### config.mk
export PLATFORM = sky130hd
export DESIGN_NAME = mc_controller_flat
export DESIGN_NICKNAME = d
export VERILOG_FILES = /design/src/rtl/riscv_pkg.sv /design/src/rtl/mc_controller_if.sv /design/src/rtl/mc_controller_instrdec.sv /design/src/rtl/mc_controller.sv /design/src/flat_wrapper.sv
export SDC_FILE = /design/constraint.sdc
export NUM_CORES = 1
export LEC_CHECK = 0
export CAP_MARGIN = 20
export CORE_AREA = 8 8 45 47
export DETAILED_ROUTE_END_ITERATION = 8
export DIE_AREA = 0 0 53 55
export DONT_BUFFER_PORTS = 1
export PLACE_DENSITY = 0.68
export SYNTH_ARGS = -nofsm -noshare
export SYNTH_HDL_FRONTEND = slang
export SYNTH_SLANG_ARGS = --single-unit
### constraint.sdc
create_clock -name clk -period 1.7 [get_ports clk]
set_clock_uncertainty 0.05 [all_clocks]
set_input_delay 0.34 -clock clk [delete_from_list [all_inputs] [get_ports clk]]
set_output_delay 0.34 -clock clk [all_outputs]
set_load 0.05 [all_outputs]
### src/rtl/riscv_pkg.sv
// Shared definitions for the multicycle RISC-V control path:
// FSM state type, opcodes, and the mux/extender select encodings.
package riscv_pkg;

  // Controller sequencing states
  typedef enum logic [3:0] {
    FETCH    = 4'd0,
    DECODE   = 4'd1,
    MEMADR   = 4'd2,
    MEMREAD  = 4'd3,
    MEMWB    = 4'd4,
    MEMWRITE = 4'd5,
    EXECUTER = 4'd6,
    EXECUTEI = 4'd7,
    ALUWB    = 4'd8,
    BRANCH   = 4'd9,
    JAL      = 4'd10,
    LUI      = 4'd11
  } statetype;

  // Supported opcodes (instr[6:0])
  localparam logic [6:0] OP_LW     = 7'b0000011;
  localparam logic [6:0] OP_SW     = 7'b0100011;
  localparam logic [6:0] OP_RTYPE  = 7'b0110011;
  localparam logic [6:0] OP_IALU   = 7'b0010011;
  localparam logic [6:0] OP_BRANCH = 7'b1100011;
  localparam logic [6:0] OP_JAL    = 7'b1101111;
  localparam logic [6:0] OP_LUI    = 7'b0110111;

  // Immediate extender selects
  localparam logic [2:0] IMM_I  = 3'b000;
  localparam logic [2:0] IMM_S  = 3'b001;
  localparam logic [2:0] IMM_B  = 3'b010;
  localparam logic [2:0] IMM_J  = 3'b011;
  localparam logic [2:0] IMM_U  = 3'b100;
  localparam logic [2:0] IMM_IZ = 3'b101;

  // ALU A operand selects
  localparam logic [1:0] ALUA_PC    = 2'b00;
  localparam logic [1:0] ALUA_OLDPC = 2'b01;
  localparam logic [1:0] ALUA_RS1   = 2'b10;
  localparam logic [1:0] ALUA_ZERO  = 2'b11;

  // ALU B operand selects
  localparam logic [1:0] ALUB_RS2  = 2'b00;
  localparam logic [1:0] ALUB_IMM  = 2'b01;
  localparam logic [1:0] ALUB_FOUR = 2'b10;

  // Result mux selects
  localparam logic [1:0] RES_ALUOUT    = 2'b00;
  localparam logic [1:0] RES_DATA      = 2'b01;
  localparam logic [1:0] RES_ALURESULT = 2'b10;

  // ALU decoder classes
  localparam logic [1:0] ALUOP_ADD   = 2'b00;
  localparam logic [1:0] ALUOP_SUB   = 2'b01;
  localparam logic [1:0] ALUOP_FUNCT = 2'b10;

  // True for every opcode the multicycle core can execute
  function automatic logic op_supported(input logic [6:0] op);
    return (op == OP_LW)     || (op == OP_SW)   || (op == OP_RTYPE) ||
           (op == OP_IALU)   || (op == OP_BRANCH) ||
           (op == OP_JAL)    || (op == OP_LUI);
  endfunction

endpackage

### src/rtl/mc_controller_if.sv
// Control bundle between the multicycle datapath and its controller.
// The controller (slave) reads instruction fields and the zero flag and
// drives every select / enable back to the datapath (master).
interface mc_controller_if;
  import riscv_pkg::*;

  logic [6:0] op;
  logic [2:0] funct3;
  logic       zero;

  logic       pcwrite;
  logic       adrsrc;
  logic       memwrite;
  logic       irwrite;
  logic       regwrite;
  logic [1:0] resultsrc;
  logic [1:0] alusrca;
  logic [1:0] alusrcb;
  logic [1:0] aluop;
  logic [2:0] immsrc;
  logic       illegal;

  modport slave (
    input  op, funct3, zero,
    output pcwrite, adrsrc, memwrite, irwrite, regwrite,
           resultsrc, alusrca, alusrcb, aluop, immsrc, illegal
  );

  modport master (
    output op, funct3, zero,
    input  pcwrite, adrsrc, memwrite, irwrite, regwrite,
           resultsrc, alusrca, alusrcb, aluop, immsrc, illegal
  );
endinterface

### src/rtl/mc_controller_instrdec.sv
// Opcode to immediate-format decoder. Purely combinational; the
// extender select follows the opcode in every controller state.
module instrdec
  import riscv_pkg::*;
(
  input  logic [6:0] op_i,
  output logic [2:0] immsrc_o
);

  // Map opcode to extender format; unknown opcodes fall back to I-type
  always_comb begin
    immsrc_o = IMM_I;
    case (op_i)
      OP_LW, OP_IALU: immsrc_o = IMM_I;
      OP_SW:          immsrc_o = IMM_S;
      OP_BRANCH:      immsrc_o = IMM_B;
      OP_JAL:         immsrc_o = IMM_J;
      OP_LUI:         immsrc_o = IMM_U;
      default:        immsrc_o = IMM_I;
    endcase
  end

endmodule

### src/rtl/mc_controller.sv
// Multicycle Moore controller: sequences fetch, decode, execute, memory
// and writeback over the shared datapath. Outputs decode from the state
// register; write enables are forced low while reset is asserted so an
// abandoned instruction cannot commit anything.
module mc_controller
  import riscv_pkg::*;
(
  input  logic           clk,
  input  logic           reset,
  mc_controller_if.slave ctl
);

  statetype state_q;

  logic       pcupdate_s;
  logic       branch_s;
  logic       irwrite_s;
  logic       regwrite_s;
  logic       memwrite_s;
  logic       adrsrc_s;
  logic [1:0] resultsrc_s;
  logic [1:0] alusrca_s;
  logic [1:0] alusrcb_s;
  logic [1:0] aluop_s;
  logic       take_branch;

  // Only funct3[0] matters (beq vs bne); the rest is deliberately ignored
  logic unused_funct3;
  assign unused_funct3 = ^ctl.funct3[2:1];

  instrdec u_instrdec (
    .op_i     (ctl.op),
    .immsrc_o (ctl.immsrc)
  );

  // State register with next-state selection; reset drops straight to FETCH
  always_ff @(posedge clk or posedge reset) begin
    if (reset) begin
      state_q <= FETCH;
    end else begin
      case (state_q)
        FETCH:  state_q <= DECODE;
        DECODE: begin
          case (ctl.op)
            OP_LW, OP_SW: state_q <= MEMADR;
            OP_RTYPE:     state_q <= EXECUTER;
            OP_IALU:      state_q <= EXECUTEI;
            OP_BRANCH:    state_q <= BRANCH;
            OP_JAL:       state_q <= JAL;
            OP_LUI:       state_q <= LUI;
            default:      state_q <= FETCH;
          endcase
        end
        MEMADR:   state_q <= (ctl.op == OP_SW) ? MEMWRITE : MEMREAD;
        MEMREAD:  state_q <= MEMWB;
        EXECUTER: state_q <= ALUWB;
        EXECUTEI: state_q <= ALUWB;
        JAL:      state_q <= ALUWB;
        LUI:      state_q <= ALUWB;
        MEMWB:    state_q <= FETCH;
        MEMWRITE: state_q <= FETCH;
        ALUWB:    state_q <= FETCH;
        BRANCH:   state_q <= FETCH;
        default:  state_q <= FETCH;
      endcase
    end
  end

  // Per-state datapath controls; anything not set stays 0
  always_comb begin
    pcupdate_s  = 1'b0;
    branch_s    = 1'b0;
    irwrite_s   = 1'b0;
    regwrite_s  = 1'b0;
    memwrite_s  = 1'b0;
    adrsrc_s    = 1'b0;
    resultsrc_s = RES_ALUOUT;
    alusrca_s   = ALUA_PC;
    alusrcb_s   = ALUB_RS2;
    aluop_s     = ALUOP_ADD;
    case (state_q)
      FETCH: begin
        irwrite_s   = 1'b1;
        pcupdate_s  = 1'b1;
        alusrca_s   = ALUA_PC;
        alusrcb_s   = ALUB_FOUR;
        resultsrc_s = RES_ALURESULT;
      end
      DECODE: begin
        // OldPC + imm: precomputes the branch/jump target into ALUOut
        alusrca_s = ALUA_OLDPC;
        alusrcb_s = ALUB_IMM;
      end
      MEMADR: begin
        alusrca_s = ALUA_RS1;
        alusrcb_s = ALUB_IMM;
      end
      MEMREAD: adrsrc_s = 1'b1;
      MEMWB: begin
        resultsrc_s = RES_DATA;
        regwrite_s  = 1'b1;
      end
      MEMWRITE: begin
        adrsrc_s   = 1'b1;
        memwrite_s = 1'b1;
      end
      EXECUTER: begin
        alusrca_s = ALUA_RS1;
        alusrcb_s = ALUB_RS2;
        aluop_s   = ALUOP_FUNCT;
      end
      EXECUTEI: begin
        alusrca_s = ALUA_RS1;
        alusrcb_s = ALUB_IMM;
        aluop_s   = ALUOP_FUNCT;
      end
      ALUWB: regwrite_s = 1'b1;
      BRANCH: begin
        alusrca_s = ALUA_RS1;
        alusrcb_s = ALUB_RS2;
        aluop_s   = ALUOP_SUB;
        branch_s  = 1'b1;
      end
      JAL: begin
        // OldPC + 4 becomes the link value while ALUOut (target) loads PC
        alusrca_s  = ALUA_OLDPC;
        alusrcb_s  = ALUB_FOUR;
        pcupdate_s = 1'b1;
      end
      LUI: begin
        alusrca_s = ALUA_ZERO;
        alusrcb_s = ALUB_IMM;
      end
      default: ;
    endcase
  end

  // beq branches on zero, bne on not-zero
  assign take_branch = branch_s & (ctl.zero ^ ctl.funct3[0]);

  assign ctl.pcwrite   = ~reset & (pcupdate_s | take_branch);
  assign ctl.irwrite   = ~reset & irwrite_s;
  assign ctl.regwrite  = ~reset & regwrite_s;
  assign ctl.memwrite  = ~reset & memwrite_s;
  assign ctl.adrsrc    = adrsrc_s;
  assign ctl.resultsrc = resultsrc_s;
  assign ctl.alusrca   = alusrca_s;
  assign ctl.alusrcb   = alusrcb_s;
  assign ctl.aluop     = aluop_s;
  assign ctl.illegal   = (state_q == DECODE) & ~op_supported(ctl.op);

endmodule
### src/flat_wrapper.sv
// flat-port wrapper written by rule: the top's interface ports become plain ports
module mc_controller_flat import riscv_pkg::*;
  (clk, reset, ctl_op, ctl_funct3, ctl_zero, ctl_pcwrite, ctl_adrsrc, ctl_memwrite, ctl_irwrite, ctl_regwrite, ctl_resultsrc, ctl_alusrca, ctl_alusrcb, ctl_aluop, ctl_immsrc, ctl_illegal);
  mc_controller_if ctl_i ();
  input  logic clk;
  input  logic reset;
  input wire logic [$bits(ctl_i.op)-1:0] ctl_op;
  input wire logic [$bits(ctl_i.funct3)-1:0] ctl_funct3;
  input wire logic [$bits(ctl_i.zero)-1:0] ctl_zero;
  output wire logic [$bits(ctl_i.pcwrite)-1:0] ctl_pcwrite;
  output wire logic [$bits(ctl_i.adrsrc)-1:0] ctl_adrsrc;
  output wire logic [$bits(ctl_i.memwrite)-1:0] ctl_memwrite;
  output wire logic [$bits(ctl_i.irwrite)-1:0] ctl_irwrite;
  output wire logic [$bits(ctl_i.regwrite)-1:0] ctl_regwrite;
  output wire logic [$bits(ctl_i.resultsrc)-1:0] ctl_resultsrc;
  output wire logic [$bits(ctl_i.alusrca)-1:0] ctl_alusrca;
  output wire logic [$bits(ctl_i.alusrcb)-1:0] ctl_alusrcb;
  output wire logic [$bits(ctl_i.aluop)-1:0] ctl_aluop;
  output wire logic [$bits(ctl_i.immsrc)-1:0] ctl_immsrc;
  output wire logic [$bits(ctl_i.illegal)-1:0] ctl_illegal;
  assign ctl_i.op = ctl_op;
  assign ctl_i.funct3 = ctl_funct3;
  assign ctl_i.zero = ctl_zero;
  assign ctl_pcwrite = ctl_i.pcwrite;
  assign ctl_adrsrc = ctl_i.adrsrc;
  assign ctl_memwrite = ctl_i.memwrite;
  assign ctl_irwrite = ctl_i.irwrite;
  assign ctl_regwrite = ctl_i.regwrite;
  assign ctl_resultsrc = ctl_i.resultsrc;
  assign ctl_alusrca = ctl_i.alusrca;
  assign ctl_alusrcb = ctl_i.alusrcb;
  assign ctl_aluop = ctl_i.aluop;
  assign ctl_immsrc = ctl_i.immsrc;
  assign ctl_illegal = ctl_i.illegal;
  mc_controller u_core (.clk(clk), .reset(reset), .ctl(ctl_i));
endmodule
[Word level (Yosys, flattened, before mapping)]
Cells that the tools add are included.
Operators by class
  mux-type cells: 14
  multiply operators: 0
  add/sub/neg operators: 0
  div/mod/pow operators: 0
  shifts and indexed selects: 0
  equal/unequal tests: 18
  reduce and logical (&&, ||, !) cells: 16
  magnitude comparators: 0
  bitwise operators: 10
Operator list (number)
  $pmux W4 S6: 1
  $eq A7 B6 Y1 const B: 3
  $pmux W4 S5: 1
  $eq A4 B3 Y1 const B: 4
  $eq A4 B4 Y1 const B: 4
  $eq A7 B7 Y1 const B: 2
  $pmux W2 S2: 3
  $pmux W3 S4: 1
  $reduce_or A2 Y1: 6
  $reduce_or A4 Y1: 3
  $eq A4 B2 Y1 const B: 2
  $eq A7 B2 Y1 const B: 1
  $eq A7 B5 Y1 const B: 1
  $and A1 B1 Y1: 6
  $logic_or A1 B1 Y1: 6
  $mux W1: 6
  $pmux W2 S3: 1
  $eq A4 B1 Y1 const B: 1
  $logic_not A4 Y1: 1
  $mux W3: 1
  $not A1 Y1: 2
  $or A1 B1 Y1: 1
  $xor A1 B1 Y1: 1
Word-level totals
  bits in writable memories: 0
  latch bits: 0
  bits in registers: 4
  output and inout port bits: 17
  memories kept: 0
  memory bits (read-only): 0

[Depth between registers and ports, before layout]
Gate-level depths: netlist (run 1).
  word-level depth: 9
  depth in mapped cells: 5
  mapped depth without buffers: 4

[Cells and area by module]
Synthesis (run 1) repeated with hierarchy kept, for this count alone.
Unflattened totals
  cell total of the unflattened synthesis: 84
  area, all modules: 599.3 um^2
By module, submodules not included
  mc_controller: times used 1, cells each 76, area an instance 538.0 um^2
  instrdec: times used 1, cells each 8, area an instance 61.3 um^2

[Worst setup path after synthesis (run 1)]
No wires, ideal clock.
  kind: reg2out
  start point: register u_core.state_q[0]
  end point: output ctl_regwrite
  cell stages (with the launch flop): 4
  slack: -1.856 ns
  buffers on the path: 2
  arrival: 3.166 ns
  path through: dfrtp_1 > clkbuf_1 > clkbuf_1 > a2111oi_0
On the way
  longest elaborated chain between the ends: 4
  elaborated cells on any way between the ends: 5
Ends and longest elaborated chain
  from (decl): RTL line mc_controller.sv:13  | statetype state_q;
  from (signal assigned): RTL line mc_controller.sv:54  | MEMADR: state_q <= (ctl.op == OP_SW) ? MEMWRITE : MEMREAD;
  $eq A4 B4 Y1 or $eq A4 B3 Y1 (tied branches): RTL line mc_controller.sv:81  | case (state_q)
  $reduce_or A2 Y1 (no line) *
  $mux W1 *: RTL line mc_controller.sv:81
  $and A1 B1 Y1 *: RTL line mc_controller.sv:143  | assign ctl.regwrite = ~reset & regwrite_s;
  to (decl): RTL line flat_wrapper.sv:14  | output wire logic [$bits(ctl_i.regwrite)-1:0] ctl_regwrite;
Mark *: on every way between the ends. The rest lies on a longest branch, timed or not.

[Final worst setup path (run 1)]
  start point: register u_core.state_q[3]
  end point: output ctl_illegal
On the way
  longest elaborated chain between the ends: 2
Ends and longest elaborated chain
  $eq A4 B1 Y1: RTL line mc_controller.sv:150  | assign ctl.illegal = (state_q == DECODE) & ~op_supported(ctl.op);
  $and A1 B1 Y1: RTL line mc_controller.sv:150
  to (decl): RTL line flat_wrapper.sv:20  | output wire logic [$bits(ctl_i.illegal)-1:0] ctl_illegal;
No other way between the ends.

==> reports/results.ini, run 1 <==
[global_route]
overflow = 0
antenna_found_initial = 0
grt_pass1_vias = 855
grt_pass1_wl_um = 3698
grt_use_total_pct = 16.97
grt_max_degree = 12

[critical_path]
crit_arrival_ns = 1.49
r2r-end = u_core.state_q[1]
max_stage_delay_ns = 0.43
cp-end-kind = primary output
start_kind = register
r2r_slack_ns = 0.27
crit_chain = or2_4, nor2_1, o221a_1, buf_12
crit_start = u_core.state_q[3]
critPathKind = reg2out
slowest_stage = dfrtp_2
reg2reg_depth = 5
crit_end = ctl_illegal
crit_fanout = 5
rr_startpoint = u_core.state_q[0]
critical_path_required_ns = 1.31

[cts]
numCtsBuffers = 3
cts_buffer_depth = 2
cts_sinks = 4
cts_htree_levels = 1
root_buffer = clkbuf_4
path_clk_slew_ns = 0.04
clk_latency_ns = 0.23
cts_tree = built

[finish]
regArea_um2 = 103.9
fillers = 45
reg_top3 = u_core.state_q: 4 flops
fin_cells = 135
nNetsFinal = 134
largest_reg_flops = 4
largest-register = u_core.state_q
multiInputGateArea_um2 = 635.6
antenna_cells = 0
areaGrowthSynthToFinish_pct = 125.7
fin_area_um2 = 1285
drive_above_1_share_pct = 62.18

[drt]
wl_met3_um = 190
dr.first_iter.drc_count = 30
dr_wl_met2_um = 1559
vias = 844
totalWireLength_um = 2871
ant_nets = 0
drt-wirelength-per-cell_um = 21.27
highest_layer = met4
detail_route.vias_per_cell = 6.252
m1WireLength_um = 1032
drc = 0
drtPass1Iterations = 4

[outcome]
run_status = complete, but fails checks
failed_checks = negative setup slack

[floorplanning]
fp.coreArea_um2 = 1384
initial_utilization_pct = 41.14
die-area_um2 = 2915
row_count = 14
io-pin-count = 30
die_h_um = 55
die_x_um = 53

[place]
port_buffers = 0
postPlaceCellArea_um2 = 1084
place_hpwl_um = 1622
pre_cts_ws_ns = 0.05822
dp.cells = 123
place_congestion = 0.7449

[sta]
fin_crit_sh_pct = 110.8
slew_viol_final = 0
max_clock_freq_mhz = 530.8
worst_pin_slew_ns = 0.3905
relSlewSlack_pct = 73.73
whs_ns = 0.2059
tns_ns = -1.160
rsz0062_at_grt = yes
setup_violations = 11
hold_violations = 0
setup_ws_ns = -0.1839
period_minus_slack_ns = 1.884

[power_and_ir_drop]
p_leak_uw = 0.0004980
vdd_drop_max_mv = 0.9278
power_density_nw_per_um2 = 1408

[synth]
ys_warn_count = 0
ys_types = 31
ys_ff_latch = 4
syn_avg_cell_area_um2 = 6.620
synth_top_area_cell = dfrtp_1
postSynthCellCount = 86
syn-cell-area_um2 = 569.3
ys_top_cells_by_area = dfrtp_1 18%, nor3_1 8.8%, a21oi_1 7.9%, xnor2_1 6.2%, nand2b_1 5.5%
yosys.area.top_type_share_pct = 17.58
synth_nets = 99
ys_seq_area_share_pct = 17.58

[job]
maxCapViolCount = 0

[hold_path]
hold_path_class = in2reg

through the flow:
step / total power (µW) / util (%)
6_report: 1809 / 92.86
5_1_grt: 1876 / 92.86
4_1_cts: 1675 / 88.07
3_5_place_dp: 1466 / 78.30
3_3_place_gp: 1446 / 78.30
2_1_floorplan: 930.7 / -
kinds of logic after synthesis:
family	share of synthesized area [%]
and+or+nand+nor	38.02
buffers and inverters	9.668
AOI/OAI and AO/OA	25.50
DFF	17.58
xor gates and xnor gates	9.231
per-layer routing:
layer	vias to the layer above	GRT usage, %
li1	376	-
met1	401	15.25
met2	57	31.25
met3	10	4.813
met4	0	13.79
met5	-	0
power by group:
part / switching [µW] / internal [µW] / total (µW)
combinational: 812 / 702 / 1510
sequential: 58.5 / 116 / 174
clock: 42.4 / 79.2 / 122
synth_stat cells, drive strengths merged:
master,n
o221a,1
o21ai,5
buf,5
xnor2,4
nor3b,1
a211oi,1
nor2b,2
a32oi,1
nand3,3
xor2,2
nor4,3
or2,1
a21oi,9
a32o,1
and2b,1
inv,4
a21o,1
nand2,4
o31ai,1
dfrtp,4
nor2,6
o21bai,1
or3,2
nand3b,2
nand2b,5
nor3,10
clkbuf,4
o22ai,1
a2111oi,1
layout by cell type, fill, tap and decap left out, types with 2 or more instances in the layout:
| cell type | instances |
|---|---|
| buf_6 | 6 |
| o21ai_2 | 2 |
| nand2b_1 | 2 |
| nor4_1 | 2 |
| dfrtp_2 | 3 |
| o21ai_1 | 3 |
| nor3_4 | 7 |
| nand2_1 | 4 |
| nand3_1 | 3 |
| nand2b_4 | 3 |
| buf_4 | 18 |
| nand3b_1 | 2 |
| nor2_1 | 2 |
| nor2_4 | 2 |
| nor3_1 | 2 |
| clkbuf_4 | 3 |
| buf_12 | 13 |
| inv_1 | 2 |
| a21oi_2 | 3 |
| xnor2_1 | 3 |
| inv_2 | 2 |
| nor2_2 | 2 |
| xor2_1 | 2 |
| a21oi_1 | 6 |
timing repair:
item	4_1_cts	5_1_grt
setup endpoints to repair	14	13
resized for setup	17	14
hold buffers	1	0
pin swaps	9	6
hold endpoints to repair	4	0
setup buffers	6	3
cloned	0	0
how the worst min path moves through the flow:
stage	start	endpoint	slack [ns]	depth (start not counted)
detailed placement	reset	u_core.state_q[3]	0.07	1
global placement	reset	u_core.state_q[3]	0.07	1
CTS	ctl_op[4]	u_core.state_q[2]	0.21	2
floorplan	reset	u_core.state_q[0]	0.06	1
global route	ctl_op[4]	u_core.state_q[2]	0.23	2
finish	ctl_op[4]	u_core.state_q[2]	0.21	2
worst max-delay path, delay by kind of cell (launching register included):
kind / cells / cell delay [ns]
flip-flops: 1 / 0.43
AND/OR/NAND/NOR: 2 / 0.41
AO/OA/AOI/OAI: 1 / 0.26
buffers and inverters: 1 / 0.16
area by class of cell:
| class | instances | area share [%] |
|---|---|---|
| timing repair buffer | 39 | 37.97 |
| sequential | 4 | 8.082 |
| tap | 16 | 1.558 |
| inverter | 4 | 1.168 |
| multi-input combinational | 69 | 49.46 |
| clock buffer | 3 | 1.753 |
(Power assumes the default switching activity.)
==> run 2, diff against run 1 <==
Clock period 1.7 ns to 2.4 ns, I/O delays scaled along.
==> reports/results.ini, run 2 (synthesized netlist as in run 1, its figures left out) <==
[finish]
antenna_cells = 0  ; unchanged
final_util_pct = 54.34  ; -39 points
mostFrequentLayoutCells = 19 x buf_4, 9 x a21oi_1, 8 x nor3_1
final_common_cell = buf_4
nNetsFinal = 115  ; -14%
fin_cells = 116  ; -14%
reg_top3 = u_core.state_q: 4 flops
areaGrowthSynthToFinish_pct = 32.09
fin_area_um2 = 752.0  ; -41%
drive_above_1_share_pct = 28.00  ; -34 points
largest-register = u_core.state_q
largest_reg_flops = 4  ; unchanged

[power_and_ir_drop]
power_density_nw_per_um2 = 1000  ; -29%
vdd_drop_max_mv = 0.5403  ; -42%
p_leak_uw = 0.0003223  ; -35%

[floorplanning]
fp.coreArea_um2 = 1384  ; unchanged
die-area_um2 = 2915  ; unchanged
io-pin-count = 30  ; unchanged
die_h_um = 55  ; unchanged
initial_utilization_pct = 41.14  ; unchanged
die_x_um = 53  ; unchanged
row_count = 14  ; unchanged

[hold_path]
whs_path_depth = 2  ; unchanged
hold_path_class = in2reg

[critical_path]
critPathKind = reg2out
cp.depth = 3  ; -1
cp-end-kind = primary output
crit_chain = nand2b_1, a2111oi_2, buf_4
path_delay_family = flip-flops
reg2reg_depth = 3  ; -2
slowest_stage = dfrtp_1
critical_path_required_ns = 1.87  ; +0.56 ns
max_stage_delay_ns = 0.49  ; +0.06 ns
r2r_slack_ns = 0.92  ; +0.65 ns
crit_arrival_ns = 1.65  ; +0.16 ns
start_kind = register
crit_fanout = 12  ; +7
crit_buf_inv = 1  ; unchanged

[cts]
cts_htree_levels = 1  ; unchanged
numCtsBuffers = 3  ; unchanged
cts_tree = built
path_clk_slew_ns = 0.04  ; about the same
cts_sinks = 4  ; unchanged
clk_latency_ns = 0.23  ; about the same
cts_buffer_depth = 2  ; unchanged
root_buffer = clkbuf_4

[global_route]
grt_pass1_vias = 651  ; -24%
antenna_found_initial = 0  ; unchanged
grt_use_total_pct = 12.49  ; -4.5 points
grt_max_degree = 13  ; +1
overflow = 0  ; unchanged
grt_pass1_wl_um = 2815  ; -24%

[place]
port_buffers = 0  ; unchanged
dp.cells = 112  ; -8.9%
pre_cts_ws_ns = 0.4673  ; +0.4091 ns
place_congestion = 0.7787  ; +4.5%
place_hpwl_um = 1270  ; -22%
postPlaceCellArea_um2 = 719.4  ; -34%

[drt]
vias = 641  ; -24%
detail_route.vias_per_cell = 5.526  ; -12%
drc = 0  ; unchanged
dr.first_iter.drc_count = 9  ; -70%
drt-wirelength-per-cell_um = 13.66  ; -36%
ant_nets = 0  ; unchanged
drtPass1Iterations = 4  ; unchanged
totalWireLength_um = 1585  ; -45%

[sta]
slew_viol_final = 0  ; unchanged
hold_violations = 0  ; unchanged
relSlewSlack_pct = 72.41  ; -1.3 points
max_clock_freq_mhz = 458.7
setup_ws_ns = 0.2197  ; +0.4036 ns
setup_violations = 0  ; -11
rsz0062_at_grt = no
worst_pin_slew_ns = 0.4100  ; +0.01951 ns
period_minus_slack_ns = 2.180
fin_crit_sh_pct = 90.85

[outcome]
run_status = completed

[job]
maxCapViolCount = 0  ; unchanged

run 2: changes by cell type in the layout (fill, tap and decap cells not counted), sizes merged:
| cell | before | now |
|---|---|---|
| buf | 38 | 19 |
run 2: worst reg2reg max path, cell delays in order, from the launching register on:
cell and delay (ns):
dfrtp_1 0.49, or2_1 0.38, nor3_1 0.29, a32o_1 0.20
run 2: worst paths after layout:
kind / start / endpoint
worst max register to register: u_core.state_q[3] / u_core.state_q[3]
max in group asynchronous: reset / u_core.state_q[0]
worst min register to register: u_core.state_q[0] / u_core.state_q[0]
worst max-delay path: u_core.state_q[3] / ctl_regwrite
worst min-delay path: ctl_op[4] / u_core.state_q[2]
min in group asynchronous: reset / u_core.state_q[3]
run 2: repair_timing:
action	CTS	global route
endpoints found under the hold margin	4	0
hold buffers	1	0
buffers inserted	0	0
gates resized for setup	0	0
run 2: report_power, final:
part           internal (µW)  switching [µW]
Clock                   55.8            24.9
Combinational            174             393
Sequential              80.2            24.3
run 2: metal layers:
| layer | GRT usage, % | wire [µm] | up-vias |
|---|---|---|---|
| li1 | - | - | 341 |
| met1 | 13.46 | 641 | 277 |
| met2 | 21.09 | 777 | 23 |
| met3 | 3.743 | 166 | 0 |
| met4 | 7.759 | 0 | 0 |
| met5 | 0 | 0 | - |
run 2: final cells by class:
cell class / instances / area, µm²
inverter: 4 / 15.01
tap: 16 / 20.02
clock buffer: 3 / 22.52
multi-input combinational: 69 / 441.7
timing repair buffer: 20 / 152.6
fill: 143 / 631.9
sequential: 4 / 100.1
run 2: metrics by stage:
step                 TNS, ns  hold slack, ns  total power [µW]
global placement           0          0.2058             666.5
floorplan           -0.02319          0.1961             531.8
global route               0          0.3669             806.0
finish                     0          0.3615             752.1
CTS                        0          0.3558             759.1
detailed placement         0          0.2072             674.0
